### src/rtl/div16_seq_pkg.sv
// Shared constants and state encoding for the sequential restoring divider.
package div16_seq_pkg;

  localparam int DIV_WIDTH = 16;

  localparam logic [DIV_WIDTH-1:0] DIV_ZERO_QUOT = '1;

  typedef enum logic [1:0] {
    IDLE = 2'd0,
    RUN  = 2'd1,
    DONE = 2'd2
  } div_state_t;

endpackage

### src/rtl/div16_seq_step.sv
// One restoring-division step: shift in a dividend bit, trial-subtract the divisor.
module div_step #(
  parameter int WIDTH = 16
) (
  input  logic [WIDTH-1:0] r_i,
  input  logic             msb_i,
  input  logic [WIDTH-1:0] y_i,
  output logic [WIDTH-1:0] r_o,
  output logic             qbit_o
);

  logic [WIDTH:0] shifted;
  logic [WIDTH:0] trial;

  // One extra bit so a partial remainder near 2^WIDTH-1 can't wrap.
  assign shifted = {r_i, msb_i};
  assign trial   = shifted - {1'b0, y_i};
  assign qbit_o  = ~trial[WIDTH];
  assign r_o     = qbit_o ? trial[WIDTH-1:0] : shifted[WIDTH-1:0];

endmodule

### src/rtl/div16_seq.sv
// Sequential unsigned divider, one quotient bit per clock, start/ready/done handshake.
module div16_seq
  import div16_seq_pkg::*;
#(
  parameter int WIDTH = DIV_WIDTH
) (
  input  logic             clk,
  input  logic             reset,
  input  logic             start,
  input  logic [WIDTH-1:0] x,
  input  logic [WIDTH-1:0] y,
  output logic             ready,
  output logic             done,
  output logic [WIDTH-1:0] quotient,
  output logic [WIDTH-1:0] remainder,
  output logic             div_by_zero
);

  localparam int CW = $clog2(WIDTH) + 1;

  div_state_t       state_q, state_d;
  logic [CW-1:0]    cnt_q, cnt_d;
  logic [WIDTH-1:0] dividend_q, dividend_d;
  logic [WIDTH-1:0] divisor_q, divisor_d;
  logic [WIDTH-1:0] r_q, r_d;
  logic [WIDTH-1:0] quot_q, quot_d;
  logic [WIDTH-1:0] rem_q, rem_d;
  logic             dbz_q, dbz_d;

  logic [WIDTH-1:0] step_r;
  logic             step_qbit;
  logic             accept;

  div_step #(.WIDTH(WIDTH)) u_step (
    .r_i    (r_q),
    .msb_i  (dividend_q[WIDTH-1]),
    .y_i    (divisor_q),
    .r_o    (step_r),
    .qbit_o (step_qbit)
  );

  assign accept = start && (state_q != RUN);

  always_comb begin
    state_d    = state_q;
    cnt_d      = cnt_q;
    dividend_d = dividend_q;
    divisor_d  = divisor_q;
    r_d        = r_q;
    quot_d     = quot_q;
    rem_d      = rem_q;
    dbz_d      = dbz_q;
    case (state_q)
      IDLE, DONE: begin
        state_d = IDLE;
        if (accept) begin
          dividend_d = x;
          divisor_d  = y;
          r_d        = '0;
          cnt_d      = '0;
          dbz_d      = 1'b0;
          if (y == '0) begin
            state_d = DONE;
            quot_d  = {WIDTH{&DIV_ZERO_QUOT}};
            rem_d   = x;
            dbz_d   = 1'b1;
          end else begin
            state_d = RUN;
          end
        end
      end
      RUN: begin
        // Quotient bits fill the dividend register from the LSB as it empties.
        dividend_d = {dividend_q[WIDTH-2:0], step_qbit};
        r_d        = step_r;
        cnt_d      = cnt_q + 1'b1;
        if (cnt_q == CW'(WIDTH - 1)) begin
          quot_d  = {dividend_q[WIDTH-2:0], step_qbit};
          rem_d   = step_r;
          state_d = DONE;
        end
      end
      default: state_d = IDLE;
    endcase
  end

  always_ff @(posedge clk or posedge reset) begin
    if (reset) begin
      state_q    <= IDLE;
      cnt_q      <= '0;
      dividend_q <= '0;
      divisor_q  <= '0;
      r_q        <= '0;
      quot_q     <= '0;
      rem_q      <= '0;
      dbz_q      <= 1'b0;
    end else begin
      state_q    <= state_d;
      cnt_q      <= cnt_d;
      dividend_q <= dividend_d;
      divisor_q  <= divisor_d;
      r_q        <= r_d;
      quot_q     <= quot_d;
      rem_q      <= rem_d;
      dbz_q      <= dbz_d;
    end
  end

  assign ready       = (state_q != RUN);
  assign done        = (state_q == DONE);
  assign quotient    = quot_q;
  assign remainder   = rem_q;
  assign div_by_zero = dbz_q;

endmodule

### config.mk
export PLATFORM = sky130hd
export DESIGN_NAME = div16_seq
export DESIGN_NICKNAME = d
export VERILOG_FILES = /design/src/rtl/div16_seq_pkg.sv /design/src/rtl/div16_seq_step.sv /design/src/rtl/div16_seq.sv
export SDC_FILE = /design/constraint.sdc
export NUM_CORES = 1
export LEC_CHECK = 0
export ABC_AREA = 1
export ABC_CLOCK_PERIOD_IN_PS = 2960
export CAP_MARGIN = 20
export CORE_AREA = 2 2 114 116
export DETAILED_ROUTE_END_ITERATION = 8
export DIE_AREA = 0 0 116 118
export GPL_TIMING_DRIVEN = 0
export HOLD_SLACK_MARGIN = 0.1
export PLACE_DENSITY = 0.67
export SLEW_MARGIN = 20
export SYNTH_ARGS = -nofsm -noshare
export SYNTH_HDL_FRONTEND = slang
export SYNTH_HIERARCHICAL = 1
export SYNTH_SLANG_ARGS = --single-unit
### constraint.sdc
create_clock -name clk -period 2.96 [get_ports clk]
set_input_delay 0.888 -clock clk [delete_from_list [all_inputs] [get_ports clk]]
set_output_delay 0.888 -clock clk [all_outputs]
set_load 0.1 [all_outputs]
* Word level (Yosys, flattened, before mapping)
Index checks and enable logic that the tools add are counted.
** Operators by class
- Equality and inequality tests :: 7
- Mux-type cells :: 20
- Reduce and logical (&&, ||, !) cells :: 8
- Add/sub/neg operators :: 2
- Bitwise gates (word level) :: 1
** Operator list (number)
- $mux 16 :: 9
- $pmux 16 s2 :: 4
- $sub 17x16->17 :: 1
- $logic_not 16->1 :: 1
- $pmux 5 s2 :: 1
- $mux 2 :: 3
- $ne 2x2->1 const B :: 3
- $add 5x1->5 const B :: 1
- $eq 5x4->1 const B :: 1
- $mux 5 :: 1
- $pmux 2 s2 :: 1
- $reduce_and 2->1 :: 2
- $reduce_and 4->1 :: 1
- $eq 2x1->1 const B :: 1
- $eq 2x2->1 const B :: 1
- $logic_not 2->1 :: 1
- $ne 2x1->1 const B :: 1
- $reduce_bool 2->1 :: 1
- $reduce_or 2->1 :: 1
- $logic_and 1x1->1 :: 1
- $mux 1 :: 1
- $not 1->1 :: 1
** Word-level totals
- Logic and storage cells :: 46
- Flip-flop bits (word level) :: 88

* Logic depth before layout (Yosys ltp)
- Depth after elaboration :: 4
- Mapped depth :: 19
- Depth with buffers taken out :: 18

* Hierarchy
The synthesis kept the hierarchy.
** By module, submodules not included
- div16_seq :: times used 1, cells an instance 456, area an instance 3817.4 µm², sequential area each 2202.1 µm²
- div_step :: times used 1, cells an instance 283, area an instance 1547.7 µm², sequential area each 0.0 µm²

* Worst setup path after synthesis
Ideal clock, no wire load.
- Path type :: reg2out
- From :: register state_q[0]
- To :: output port ready
- Cell stages (with the launch flop) :: 4
- Slack :: 388 ps
- Data arrival time :: 1684 ps
- Cells stage by stage :: dfrtp_1 nand2_2 buf_2 clkbuf_1
** On the way
- Word-level cells in the longest chain between the ends :: 1
** RTL lines
- start: declaration :: line div16_seq.sv:21 : div_state_t state_q, state_d;
- start signal: assignment :: line div16_seq.sv:98 : state_q <= state_d;
- $ne 2x1->1 :: line div16_seq.sv:109 : assign ready = (state_q != RUN);
- end: declaration :: line div16_seq.sv:12 : output logic ready,
No other way between the ends.

* Final worst setup path
Same ends and word-level chain as after synthesis.

==> impl_metrics.csv <==
group,metric,value,unit
run_status,outcome,"completed",
route,drc,0,
yosys,yosysWarnings,6,
timing,min_period,2819,ps
final_layout,drive_gt1_share,9.794,%
clocking,cts.sink_count,88,
timing,rsz0062_at_grt,"no",
yosys,avgSynthCellArea,7.260,um2
yosys,yosys.area_share.adder,4.571,%
clocking,postCtsHoldBufs,0,
final_layout,fill_cells,1197,
final_layout,nNetsFinal,876,
yosys,synth.distinct_cells,39,
yosys,synth_nets,793,
clocking,cts.path.max_buffers,2,
place,dp_hpwl,11.42,mm
flow_run,maxCapViolCount,0,
setup_path,cp_max_fo,10,
timing,fin_skew,7.524,ps
final_layout,stdcell_area,6686,um2
clocking,clk_pin_slew,70,ps
timing,fin_setup_tns,0,ps
global_route,grt_pass1_vias,4700,
route,wirelength,14.04,mm
route,initialDrtViolationCount,463,
timing,worst_pin_slew,992.9,ps
place,gp_congestion,0.8936,
die,dieArea,13690,um2
setup_path,path_class,"register to primary output",
clocking,cts_tree,"done",
setup_path,endpoint_kind,"primary output",
clocking,postCtsSetupRepairBufs,0,
route,vias_per_cell,4.942,
yosys,synth_seq_cells,88,
route,postRouteAntennaNets,0,
route,drt-wirelength-per-cell,14.06,um
yosys,synth_top_family_by_area,"simple AND/OR/NAND/NOR gates",
die,die_h,118,um
final_layout,area_growth,24.63,%
yosys,ys_seq_area_share,41.04,%
place,dp.cells,983,
clocking,clk_latency,340,ps
timing,max_freq,0.3547,GHz
global_route,antenna_found_initial,0,
yosys,synth_compound_area_share,7.066,%
route,vias,4937,
timing,hold_violations,0,
timing,setup-violations-final,0,
clocking,h-tree-depth,3,
die,ios,70,
route,drt-pass1-iter-count,6,
yosys,synth_area,5365,um2
yosys,muxShareOfSynthArea,0,%
global_route,grt_pass1_wl,23.47,mm
yosys,synth-xor-area-share,1.143,%
die,die-width,116,um
place,placed_area,6350,um2
timing,slew_headroom,33.60,%
yosys,syn_inst,739,
setup_path,critPathRequiredTime,2070,ps
global_route,grt_max_degree,31,
worst_hold_path,hp-class,"register to register",
global_route,groute.usage.overall,21.69,%
timing,fin_crit_sh,95.24,%
yosys,synthSimpleGateAreaFrac,35.59,%
global_route,grt_overflow,0,
die,row_count,41,
setup_path,cp-start-kind,"register",
setup_path,cp.arrival,1930,ps
clocking,cts-buffers-inserted,9,
clocking,clk_root_buffer_cell,"clkbuf_16",
timing,final_max_slew_viol_count,0,
die,core-area,12410,um2
die,start_util,43.22,%
final_layout,finalNonFillerCells,999,
place,io_buffer_count,69,
final_layout,antenna_cells,0,
registers in the layout, indices dropped and copies added (netlist names):
register     count
div_by_zero      1
cnt_q            5
remainder       16
dividend_q      16
r_q             16
quotient        16
divisor_q       16
state_q          2
critical path: stages (launching register included):
cell	delay [ps]
dfrtp_1	410
nand2_2	160
buf_2	250
clkbuf_1	340
clkbuf_4	420
worst paths after layout:
kind / slack (ps) / depth (start not counted) / to / startpoint
setup / recovery: 140 / 4 / ready / state_q[0]
hold / removal: 470 / 2 / quotient[0] / quotient[0]
setup reg to reg: 210 / 19 / remainder[7] / dividend_q[15]
hold reg to reg: 470 / 2 / quotient[0] / quotient[0]
max in group asynchronous: 1210 / 5 / r_q[1] / reset
min in group asynchronous: 900 / 2 / quotient[1] / reset
timing repair:
item / 4_1_cts / 5_1_grt
endpoints found under the setup margin: 1 / 4
endpoints found under the hold margin: 0 / 0
resized for setup: 5 / 4
cell type report:
cell class                 count  area, um2  area share (%)
buffer                        27      162.7           2.433
clock buffer                  10      239.0           3.574
clock inverter                 6      97.59           1.460
inverter                     108      409.1           6.119
multi-input combinational    516       2595           38.81
sequential                    88       2202           32.93
tap                          172      215.2           3.219
timing repair buffer          72      765.7           11.45
layout by cell type, fill, tap and decap left out, types with 5 or more instances in the layout:
master and n:
o221ai_1 9, dfrtp_1 88, ha_1 18, nand2_4 14, nand2_2 17, clkbuf_16 9, a21oi_1 15, nand2_1 280
inv_1 102, buf_2 12, nand3_1 62, clkbuf_1 7, nor2_1 38, clkdlybuf4s50_1 67, o21ai_0 30, xor2_1 5
cell usage after synthesis, drive strengths merged:
| cell type | n | share of area [%] |
|---|---|---|
| a22oi | 1 | 0.14 |
| o22ai | 1 | 0.12 |
| xnor2 | 2 | 0.33 |
| inv | 106 | 7.4 |
| clkbuf | 7 | 0.49 |
| nand4 | 3 | 0.35 |
| clkinv | 2 | 0.14 |
| ha | 18 | 4.2 |
| xor2 | 5 | 0.82 |
| and2 | 3 | 0.35 |
| nor2 | 39 | 2.8 |
| fa | 1 | 0.37 |
| o21a | 1 | 0.14 |
| or2 | 3 | 0.35 |
| nand2 | 312 | 25 |
| nand3b | 2 | 0.28 |
| nor3 | 1 | 0.30 |
| nand3 | 64 | 6.3 |
| o221ai | 9 | 1.5 |
| a32o | 1 | 0.19 |
| a21oi | 17 | 1.9 |
| a22o | 1 | 0.16 |
| o21ai | 32 | 3.0 |
| buf | 20 | 2.5 |
| dfrtp | 88 | 41 |
per-layer routing:
layer / track usage [%] / vias to the layer above / wire (um)
met5: 0 / - / 0
met4: 4.241 / 0 / 140
met3: 4.119 / 14 / 743
met2: 33.15 / 145 / 6480
met1: 32.17 / 2320 / 6679
li1: - / 2458 / -
logic make-up after synthesis:
family	Yosys count
AND/OR/NAND/NOR	427
buffers and inverters	135
flip-flops	88
AO/OA/AOI/OAI	63
adder cells (fa/ha/maj)	19
XOR/XNOR	7
metrics by stage:
step / setup slack (ps) / utilization, % / hold WS, ps
2_1_floorplan: 388.0 / - / 440.2
3_3_place_gp: -284.7 / 50.54 / 453.8
3_5_place_dp: -262.8 / 51.15 / 460.0
4_1_cts: 28.18 / 53.82 / 476.2
5_1_grt: 15.56 / 53.86 / 496.9
6_report: 141.0 / 53.86 / 470.2
Power is not shown: default switching activity piles up to over one toggle a cycle in this logic, so the estimate is an artifact.
